$ cat config.mk
export PLATFORM = sky130hd
export DESIGN_NAME = reg_file_mem
export DESIGN_NICKNAME = d
export VERILOG_FILES = /design/src/rtl/mem_pkg.sv /design/src/rtl/clear_sequencer.sv /design/src/rtl/reg_file_mem.sv
export SDC_FILE = /design/constraint.sdc
export NUM_CORES = 1
export LEC_CHECK = 0
export ABC_AREA = 1
export BUFFER_PORTS_ARGS = -buffer_cell sky130_fd_sc_hd__buf_2
export CAP_MARGIN = 5
export CORE_MARGIN = 1.5
export CORE_UTILIZATION = 50
export DETAILED_ROUTE_END_ITERATION = 12
export GPL_ROUTABILITY_DRIVEN = 0
export MAX_ROUTING_LAYER = met4
export PLACE_DENSITY = 0.72
export SKIP_CTS_REPAIR_TIMING = 1
export SYNTH_ARGS = -nofsm -noshare
export SYNTH_HDL_FRONTEND = slang
export SYNTH_SLANG_ARGS = --single-unit
$ cat constraint.sdc
create_clock -name clk -period 1.5 [get_ports clk]
set_clock_uncertainty 0.05 [all_clocks]
set_input_delay 0.075 -clock clk [delete_from_list [all_inputs] [get_ports clk]]
set_output_delay 0.075 -clock clk [all_outputs]
set_load 0.02 [all_outputs]
$ cat src/rtl/mem_pkg.sv
// Shared definitions for the register-file memory: sweep controller states
// and default geometry.
package mem_pkg;

  typedef enum logic {
    IDLE  = 1'b0,
    CLEAR = 1'b1
  } state_e;

  localparam int DEF_DATA_W = 8;
  localparam int DEF_DEPTH  = 4;

endpackage

$ cat src/rtl/clear_sequencer.sv
// Zero-sweep controller: walks an index over every word, one per cycle,
// raising zero_we and busy for exactly DEPTH cycles after a clear request.
module clear_sequencer
  import mem_pkg::*;
#(
  parameter  int DEPTH  = DEF_DEPTH,
  localparam int ADDR_W = $clog2(DEPTH)
) (
  input  logic              clk,
  input  logic              reset,
  input  logic              clear,
  output logic              busy,
  output logic              zero_we,
  output logic [ADDR_W-1:0] zero_idx
);

  localparam logic [ADDR_W-1:0] LAST_IDX = ADDR_W'(DEPTH - 1);

  state_e            state_q, state_d;
  logic [ADDR_W-1:0] idx_q, idx_d;

  always_comb begin
    state_d = state_q;
    idx_d   = idx_q;
    zero_we = 1'b0;
    case (state_q)
      IDLE: begin
        if (clear) begin
          state_d = CLEAR;
          idx_d   = '0;
        end
      end
      CLEAR: begin
        // clear is deliberately not looked at here, so a sweep never restarts
        zero_we = 1'b1;
        if (idx_q == LAST_IDX) begin
          state_d = IDLE;
          idx_d   = '0;
        end else begin
          idx_d = idx_q + 1'b1;
        end
      end
      default: begin
        state_d = IDLE;
        idx_d   = '0;
      end
    endcase
  end

  always_ff @(posedge clk or posedge reset) begin
    if (reset) begin
      state_q <= IDLE;
      idx_q   <= '0;
    end else begin
      state_q <= state_d;
      idx_q   <= idx_d;
    end
  end

  assign busy     = (state_q == CLEAR);
  assign zero_idx = idx_q;

endmodule

$ cat src/rtl/reg_file_mem.sv
// Small register-file memory with one write port, a registered read port
// (write-through bypass) and a multi-cycle clear sweep.
module reg_file_mem
  import mem_pkg::*;
#(
  parameter  int DATA_W = DEF_DATA_W,
  parameter  int DEPTH  = DEF_DEPTH,
  localparam int ADDR_W = $clog2(DEPTH)
) (
  input  logic              clk,
  input  logic              reset,
  input  logic [DATA_W-1:0] data,
  input  logic              store,
  input  logic [ADDR_W-1:0] addr,
  input  logic              rd_en,
  input  logic [ADDR_W-1:0] rd_addr,
  input  logic              clear,
  output logic [DATA_W-1:0] rd_data,
  output logic              rd_valid,
  output logic              busy
);

  logic [DATA_W-1:0] mem_q [DEPTH];
  logic [DATA_W-1:0] mem_d [DEPTH];
  logic [DATA_W-1:0] rd_data_q, rd_data_d;
  logic              rd_valid_q, rd_valid_d;
  logic              seq_busy;
  logic              zero_we;
  logic [ADDR_W-1:0] zero_idx;
  logic              wr_acc;

  clear_sequencer #(.DEPTH(DEPTH)) u_clear_seq (
    .clk      (clk),
    .reset    (reset),
    .clear    (clear),
    .busy     (seq_busy),
    .zero_we  (zero_we),
    .zero_idx (zero_idx)
  );

  // A clear request in IDLE takes priority over a coincident store.
  assign wr_acc = store & ~seq_busy & ~clear;

  always_comb begin
    mem_d = mem_q;
    if (zero_we) begin
      mem_d[zero_idx] = '0;
    end
    if (wr_acc) begin
      mem_d[addr] = data;
    end
    rd_valid_d = rd_en;
    // Reading the next-state array gives both write bypass and zero-on-sweep.
    rd_data_d  = rd_en ? mem_d[rd_addr] : rd_data_q;
  end

  always_ff @(posedge clk or posedge reset) begin
    if (reset) begin
      for (int i = 0; i < DEPTH; i++) begin
        mem_q[i] <= '0;
      end
      rd_data_q  <= '0;
      rd_valid_q <= 1'b0;
    end else begin
      mem_q      <= mem_d;
      rd_data_q  <= rd_data_d;
      rd_valid_q <= rd_valid_d;
    end
  end

  assign rd_data  = rd_data_q;
  assign rd_valid = rd_valid_q;
  assign busy     = seq_busy;

endmodule

Yosys cells after proc, flatten, opt, wreduce, memory -nomap -nowiden
Index checks and enable logic that the tools add are counted.
Widths: inputs -> output; s select.
{"block": "word_totals", "inputBits": 17, "register_bits": 44, "out_inout_bits": 10, "elab_cells": 44}
{"block": "classes", "n_eq_ne": 2, "reduce_logical": 2, "bitwise": 9, "mux": 17, "addsub": 1, "n_lt_le_gt_ge": 5}
{"op": "$mux 32", "n": 2}
{"op": "$and 32x32->32", "n": 1}
{"op": "$bwmux 32", "n": 1}
{"op": "$demux 8 s2", "n": 2}
{"op": "$mux 8", "n": 4}
{"op": "$not 32->32", "n": 1}
{"op": "$bmux 8 s2", "n": 1}
{"op": "$ge 3x3->1 const B", "n": 3}
{"op": "$not 2->3", "n": 3}
{"op": "$lt 3x1->1 const B", "n": 2}
{"op": "$mux 2", "n": 2}
{"op": "$pmux 2 s2", "n": 1}
{"op": "$mux 1", "n": 3}
{"op": "$add 2x1->2 const B", "n": 1}
{"op": "$and 1x1->1", "n": 2}
{"op": "$eq 2x2->1 const B", "n": 1}
{"op": "$logic_and 1x1->1", "n": 2}
{"op": "$ne 2x2->1 const B", "n": 1}
{"op": "$not 1->1", "n": 2}
{"op": "$pmux 1 s2", "n": 1}

Logic depth before layout (Yosys ltp)
Gate-level depths: netlist (run 1).
{"block": "depth", "depth_word": 13, "ltp_mapped": 11, "mapped_depth_nobuf": 11}

Hierarchy
A second synthesis (run 1) with hierarchy kept.
{"block": "hier_totals", "hier_cells": 342, "area_unflattened_um2": 2502.4}
{"module": "reg_file_mem", "seq_area_each_um2": 1026.0, "cells_per_inst": 324, "area_per_inst_um2": 2354.8, "instances": 1}
{"module": "clear_sequencer", "seq_area_each_um2": 75.1, "cells_per_inst": 18, "area_per_inst_um2": 147.6, "instances": 1}

Worst setup path after synthesis (run 1)
Ideal clock, no wire load.
{"block": "synth_path", "kind": "register to register", "start": "register u_clear_seq.state_q, in the netlist u_clear_seq.busy", "end": "register rd_data_q[5], in the netlist rd_data[5]", "t_required_ps": 1333, "arrival_time_ps": 1376, "setup_slack_ps": -43, "period_less_slack_ps": 1543, "n_path_buf": 1, "path_stages_with_launch": 10, "setup_time_ps": 117, "cell_sequence": "dfrtp_1 nor2_4 buf_4 nand3_2 nand2_1 nand3_1 nand3_1 nand2_1 nand2_1 nand2_1"}
{"block": "synth_via", "elab_chain_len": 7, "elab_cells_between_ends": 10, "classes_between": "mux (7); bitwise (3)"}
{"item": "start: declaration", "line_no": "clear_sequencer.sv:19", "source": "state_e state_q, state_d;"}
{"item": "start signal: assignment", "line_no": "clear_sequencer.sv:55", "source": "state_q <= state_d;"}
{"item": "$mux 1 / $not 1->1 (equally long branches)", "line_no": "clear_sequencer.sv:26, reg_file_mem.sv:42"}
{"item": "$mux 32 / $and 1x1->1 (equally long branches)", "line_no": "reg_file_mem.sv:46, reg_file_mem.sv:42"}
{"item": "$bwmux 32 / $and 1x1->1 (equally long branches)", "line_no": "reg_file_mem.sv:50, reg_file_mem.sv:42"}
{"item": "$mux 32 *", "line_no": "reg_file_mem.sv:49", "source": "if (wr_acc) begin"}
{"item": "$bmux 8 s2 *", "line_no": "reg_file_mem.sv:54", "source": "rd_data_d = rd_en ? mem_d[rd_addr] : rd_data_q;"}
{"item": "$mux 8 (not written as such) * (2 in series)", "line_no": "reg_file_mem.sv:54"}
{"item": "end signal: assignment", "line_no": "reg_file_mem.sv:66", "source": "rd_data_q <= rd_data_d;"}
{"item": "end: declaration", "line_no": "reg_file_mem.sv:25", "source": "logic [DATA_W-1:0] rd_data_q, rd_data_d;"}
Mark *: on every way between the ends. The rest lies on a longest branch, timed or not. The select of a mux whose other input is x is not followed.
A chain may end at the register's enable or synchronous reset.

Worst setup path after layout (run 1)
{"block": "layout_path", "start": "register u_clear_seq.idx_q[0], in the netlist u_clear_seq.zero_idx[0]", "end": "register rd_data_q[1], in the netlist rd_data[1]"}
{"block": "layout_via", "elab_chain_len": 13, "elab_cells_between_ends": 14, "classes_between": "order compare (2); mux (8); bitwise (3); reduce/logical (1)"}
{"item": "start: declaration", "line_no": "clear_sequencer.sv:20", "source": "logic [ADDR_W-1:0] idx_q, idx_d;"}
{"item": "start signal: assignment", "line_no": "clear_sequencer.sv:56", "source": "idx_q <= idx_d;"}
{"item": "$not 2->3 (not written as such) *", "line_no": "reg_file_mem.sv:47", "source": "mem_d[zero_idx] = '0;"}
{"item": "$ge 3x3->1 (not written as such) / $lt 3x1->1 (equally long branches)", "line_no": "reg_file_mem.sv:47"}
{"item": "$logic_and 1x1->1 (not written as such)", "line_no": "reg_file_mem.sv:47"}
{"item": "$mux 8 (not written as such)", "line_no": "reg_file_mem.sv:47"}
{"item": "$demux 8 s2 *", "line_no": "reg_file_mem.sv:47"}
{"item": "$not 32->32 (no source line) *"}
{"item": "$and 32x32->32 (no source line) *"}
{"item": "$mux 32 *", "line_no": "reg_file_mem.sv:46", "source": "if (zero_we) begin"}
{"item": "$bwmux 32", "line_no": "reg_file_mem.sv:50", "source": "mem_d[addr] = data;"}
{"item": "$mux 32 *", "line_no": "reg_file_mem.sv:49"}
{"item": "$bmux 8 s2 *", "line_no": "reg_file_mem.sv:54"}
{"item": "$mux 8 (not written as such) * (2 in series)", "line_no": "reg_file_mem.sv:54"}
Marks and branches as above.

==> impl_metrics.env, run 1 <==
export IMPL_finalWorstPathRequiredPeriod_ns=1.59
export IMPL_tightestPinTransition_ns=0.393
export IMPL_wire_per_inst_um=14.1
export IMPL_n_antenna_cell=0
export IMPL_peakVddDrop_v=0.000656
export IMPL_antenna_found_initial=0
export IMPL_cts_max_level=2
export IMPL_fin_nets=416
export IMPL_grt_total_usage_pct=26.8
export IMPL_synth_area_per_cell_um2=7.26
export IMPL_cpMostUsedCell="nand2_1"
export IMPL_syn_area_um2=2420
export IMPL_clk_insertion_delay_late_ns=0.30
export IMPL_worst_path_max_fanout=5
export IMPL_status="complete, but fails checks"
export IMPL_failed_checks="negative setup slack"
export IMPL_clock_sinks=44
export IMPL_maxSlewHeadroom_pct=73.8
export IMPL_slowest_delay_ns=0.42
export IMPL_ys_seq_area_share_pct=45.5
export IMPL_max_freq_mhz=630
export IMPL_finalSetupViolCount=8
export IMPL_fillers=425
export IMPL_cts_buffer_depth=2
export IMPL_hold_path_class="in -> reg"
export IMPL_pwr_density_cell_nw_per_um2=1170
export IMPL_seq_area_um2=1100
export IMPL_rows=25
export IMPL_cp_arrival_ns=1.78
export IMPL_drtPass1Iterations=4
export IMPL_grt_pass1_vias=2134
export IMPL_cts_buffers=5
export IMPL_die_area_um2=5260
export IMPL_finalWorstSetupSlack_ns=-0.0879
export IMPL_final_cell_mix="108 x nand2_1, 43 x nand3_1, 43 x dfrtp_1, 38 x inv_1, 35 x buf_4"
export IMPL_drv_cap=0
export IMPL_placement_setup_worst_slack_ns=-0.154
export IMPL_detail_route_vias_per_cell=5.18
export IMPL_drc_errors=0
export IMPL_die_w_um=72.5
export IMPL_final_layout_size_suffix_gt1_share_pct=24.7
export IMPL_drv_slew=0
export IMPL_final_common_cell="nand2_1"
export IMPL_ys_types=19
export IMPL_p_leak_nw=1.68
export IMPL_synth_warnings=0
export IMPL_vias=2329
export IMPL_root_buffer="clkbuf_8"
export IMPL_synth_area_leaders="dfrtp_1 46%, nand2_1 17%, nand3_1 9.9%, inv_1 6.5%, nand4_1 6.2%"
export IMPL_area_delta_synth_final_pct=26.4
export IMPL_crit_slowest_cell="dfrtp_1"
export IMPL_ant_nets=0
export IMPL_path_clk_slew_ns=0.08
export IMPL_postPlaceCellArea_um2=2830
export IMPL_final_area_um2=3060
export IMPL_grt_overflow_total=0
export IMPL_worstPathCellList="ha_2 > nand2_4 > clkinvlp_4 > nor2_1 > nand2_1 > nand3_1 > nand3_1 > nand2_1 > nand2_1 > nand2_1"
export IMPL_multi_input_area_um2=1160
export IMPL_pin_count=27
export IMPL_drt_initial_drc_count=225
export IMPL_rsz0062_at_grt="yes"
export IMPL_syn_nets=354
export IMPL_die_h_um=72.5
export IMPL_start_kind="flop"
export IMPL_worstSetupEndpointType="flop"
export IMPL_synth_area_leader_cell="dfrtp_1"
export IMPL_grt_pass1_wl_mm=10.2
export IMPL_syn_inst=333
export IMPL_required_ns=1.69
export IMPL_io_buffers=26
export IMPL_worstSetupPathType="reg -> reg"
export IMPL_coreArea_um2=4690
export IMPL_hold_viol=0
export IMPL_dp_hpwl_mm=4.67
export IMPL_synth_seq_cells=44
export IMPL_period_share_pct=106
export IMPL_yosysTopAreaCellShare_pct=45.5
export IMPL_grt_max_degree=22
export IMPL_start_util_pct=51.5
export IMPL_cts_tree="built"
export IMPL_drt_wl_total_mm=6.34
==> per-stage QoR <==
| step | power (mW) | std cells | utilization (%) | hold slack (ns) | setup TNS [ns] |
|---|---|---|---|---|---|
| final | 3.59 | 450 | 65.1 | 0.0412 | -0.516 |
| after global routing | 3.83 | 450 | 65.1 | 0.0462 | -1.48 |
| after CTS | 3.45 | 445 | 62.3 | -0.356 | -1.20 |
| after detailed placement | 2.68 | 437 | 60.4 | -0.0350 | -1.05 |
| after global placement | 2.65 | 437 | 60.4 | -0.0336 | -0.779 |
| after floorplan | 2.25 | 333 | - | 0.0564 | 0 |
==> cell type report <==
class	count	share of cell area, %
clock buffers	8	2.95
well taps	54	2.21
multi-input cells	232	38.1
inverters	46	5.94
repair buffers	65	14.5
flip-flops and latches	44	36.1
repair inverters	1	0.246
==> flip-flops by register name, indices dropped and copies added (netlist names) <==
register and flops:
rd_valid 1, u_clear_seq.zero_idx 2, u_clear_seq.busy 1, rd_data 8
mem_q 32
==> final timing paths <==
check                                   startpoint         end  slack, ns  depth (start not counted)
max in group asynchronous                    reset    mem_q[2]       0.78                          4
min in group asynchronous                    reset   mem_q[31]       0.19                          3
min                                          rd_en  rd_data[2]       0.04                          3
max                        u_clear_seq.zero_idx[0]  rd_data[1]      -0.09                         10
max reg2reg                u_clear_seq.zero_idx[0]  rd_data[1]      -0.09                         10
min reg2reg                             rd_data[6]  rd_data[6]       0.43                          2
==> Yosys cell counts <==
| cell type | number |
|---|---|
| nor2_1 | 36 |
| dfrtp_1 | 44 |
| a22o_1 | 1 |
| nor2_2 | 1 |
| nand3_1 | 48 |
| nor2_4 | 3 |
| buf_2 | 4 |
| nand4_1 | 24 |
| clkbuf_1 | 4 |
| o22a_1 | 1 |
| buf_4 | 1 |
| nand2_1 | 110 |
| nand3_2 | 4 |
| ha_1 | 4 |
| clkinv_1 | 1 |
| inv_2 | 3 |
| buf_1 | 1 |
| buf_6 | 1 |
| inv_1 | 42 |
==> cells by family (layout without fill, tap and decap cells) <==
kind of cell / Yosys count / count (layout) / share of synthesized area, %
simple gates: 226 / 226 / 42.1
buf+inv: 57 / 120 / 9.52
flops: 44 / 44 / 45.5
fa+ha+maj: 4 / 4 / 2.07
compound gates: 2 / 2 / 0.725
==> power breakdown <==
part | internal, mW | total (mW) | switching, mW
clock network | 0.376 | 0.771 | 0.395
logic | 0.512 | 1.34 | 0.828
registers | 1.39 | 1.48 | 0.0896
==> metal layers <==
layer / global-route usage (%) / part of all wire, % / up-vias
met2: 36.8 / 44 / 67
met5: - / 0 / -
met1: 37.9 / 48 / 1064
met3: 5.00 / 5.1 / 19
li1: - / - / 1179
met4: 13.4 / 3.2 / 0
==> critical path: cells and delay by family (launching register included) <==
family,cells,cell delay [ns]
buffers and inverters,1,0.16
adders and majority gates,1,0.22
and+or+nand+nor,8,0.68
DFF,1,0.42
Note: power is estimated with default switching activity, not from simulation.
==> inputs of run 2 (changes only) <==
--- a/config.mk
+++ b/config.mk
@@ -14,6 +14,7 @@
 export GPL_ROUTABILITY_DRIVEN = 0
 export MAX_ROUTING_LAYER = met4
 export PLACE_DENSITY = 0.72
+export REMOVE_ABC_BUFFERS = 1
 export SKIP_CTS_REPAIR_TIMING = 1
 export SYNTH_ARGS = -nofsm -noshare
 export SYNTH_HDL_FRONTEND = slang
==> impl_metrics.env, run 2 (synthesis gave the netlist of run 1 again) <==
export IMPL_wire_per_inst_um=16.2
export IMPL_cts_buffer_depth=2
export IMPL_required_ns=1.69
export IMPL_drt_wl_total_mm=7.52
export IMPL_status="complete, but fails checks"
export IMPL_start_util_pct=51.5
export IMPL_hold_path_class="in -> reg"
export IMPL_vias=2591
export IMPL_cp_arrival_ns=1.76
export IMPL_final_cell_mix="93 x nand2_1, 42 x dfrtp_1, 42 x buf_4, 36 x inv_1, 28 x nand3_1"
export IMPL_rsz0062_at_grt="yes"
export IMPL_pwr_density_cell_nw_per_um2=1220
export IMPL_pin_count=27
export IMPL_io_buffers=26
export IMPL_whs_path_depth=3
export IMPL_grt_pass1_vias=2223
export IMPL_largest_reg_flops=32
export IMPL_detail_route_vias_per_cell=5.60
export IMPL_rows=25
export IMPL_hp_start="rd_en"
export IMPL_finalSetupViolCount=9
export IMPL_drtPass1Iterations=5
export IMPL_worst_r2r_path_depth=9
export IMPL_die_area_um2=5260
export IMPL_ant_nets=0
export IMPL_die_h_um=72.5
export IMPL_finalPower_mw=4.27
export IMPL_timing_rr_start="u_clear_seq.busy"
export IMPL_fin_nets=429
export IMPL_worst_path_max_fanout=14
export IMPL_drt_initial_drc_count=224
export IMPL_area_delta_synth_final_pct=44.3
export IMPL_hold_viol=0
export IMPL_antenna_found_initial=0
export IMPL_drc_errors=0
export IMPL_peakVddDrop_v=0.000932
export IMPL_path_clk_slew_ns=0.08
export IMPL_final_layout_size_suffix_gt1_share_pct=42.5
export IMPL_maxSlewHeadroom_pct=75.5
export IMPL_r2r_end="rd_data[5]"
export IMPL_holdPathEnd="rd_data[1]"
export IMPL_n_antenna_cell=0
export IMPL_failed_checks="negative setup slack"
export IMPL_cts_max_level=2
export IMPL_root_buffer="clkbuf_8"
export IMPL_drv_cap=0
export IMPL_period_share_pct=105
export IMPL_grt_max_degree=45
export IMPL_drv_slew=0
export IMPL_worstSetupPathType="reg -> reg"
export IMPL_finalWorstSetupSlack_ns=-0.0687
export IMPL_grt_total_usage_pct=26.6
export IMPL_clock_sinks=44
export IMPL_max_freq_mhz=637
export IMPL_tightestPinTransition_ns=0.367
export IMPL_coreArea_um2=4690
export IMPL_grt_overflow_total=0
export IMPL_dp_hpwl_mm=4.55
export IMPL_cts_tree="built"
export IMPL_finalWorstPathRequiredPeriod_ns=1.57
export IMPL_worstSetupEndpointType="flop"
export IMPL_start_kind="flop"
export IMPL_holdWs_ns=0.0334
export IMPL_clk_insertion_delay_late_ns=0.31
export IMPL_final_common_cell="nand2_1"
export IMPL_cts_buffers=5
export IMPL_p_leak_nw=1.81
export IMPL_top_register="mem_q"
export IMPL_die_w_um=72.5
export IMPL_grt_pass1_wl_mm=10.5
export IMPL_ff2ff_setup_slack_ns=-0.07
## run 2: cell count changes in the layout (fill, tap and decap cells not counted), sizes merged
cell and change:
clkinvlp -2, bufinv +1, clkinv +3, inv -1, buf +14, clkbuf -2
## run 2: layer usage
metal | vias to the layer above | wire, um | global-route usage [%]
li1 | 1200 | - | -
met1 | 1201 | 2950 | 33.9
met2 | 143 | 3670 | 43.2
met3 | 47 | 564 | 4.86
met4 | 0 | 338 | 7.97
met5 | - | 0 | -
## run 2: worst max-delay path by stage
stage                             to             start  slack, ns  cells past startpoint
after floorplan           rd_data[0]  u_clear_seq.busy      -0.29                      9
after global placement    rd_data[2]  u_clear_seq.busy       -0.1                      9
after detailed placement  rd_data[2]  u_clear_seq.busy      -0.12                      9
after CTS                 rd_data[2]  u_clear_seq.busy      -0.13                      9
after global routing      rd_data[5]  u_clear_seq.busy      -0.15                      9
final                     rd_data[5]  u_clear_seq.busy      -0.07                      9
## run 2: critical path, cell delays in order, from the launching register on
cell and delay, ns:
dfrtp_1 0.41, nor2_4 0.20, buf_6 0.15, buf_8 0.14, nand4_1 0.15, nand3_2 0.14
nand3_2 0.08, nand2_1 0.09, nand2_1 0.05, nand2_1 0.06
## run 2: area by class of cell
class	instances	area, um^2
inverters	46	200
clock inverters	2	35.0
well taps	54	67.6
repair buffers	79	588
fillers	347	1200
clock buffers	6	72.6
multi-input cells	232	1420
flip-flops and latches	44	1100
## run 2: through the flow
stage | TNS (ns) | area [um^2] | utilization (%) | worst slack, ns | instances
2_1_floorplan | -3.28 | 2360 | - | -0.292 | 322
3_3_place_gp | -0.503 | 2860 | 60.9 | -0.0987 | 437
3_5_place_dp | -0.703 | 2860 | 60.9 | -0.118 | 437
4_1_cts | -0.782 | 2970 | 63.2 | -0.128 | 445
5_1_grt | -1.17 | 3490 | 74.3 | -0.153 | 463
6_report | -0.436 | 3490 | 74.3 | -0.0687 | 463
## run 2: where the power goes
part | switching (mW) | internal [mW] | total, mW | leakage (nW)
Sequential | 0.129 | 1.39 | 1.52 | 0.590
Combinational | 1.10 | 0.732 | 1.83 | 1.17
Clock | 0.415 | 0.495 | 0.910 | 0.0552
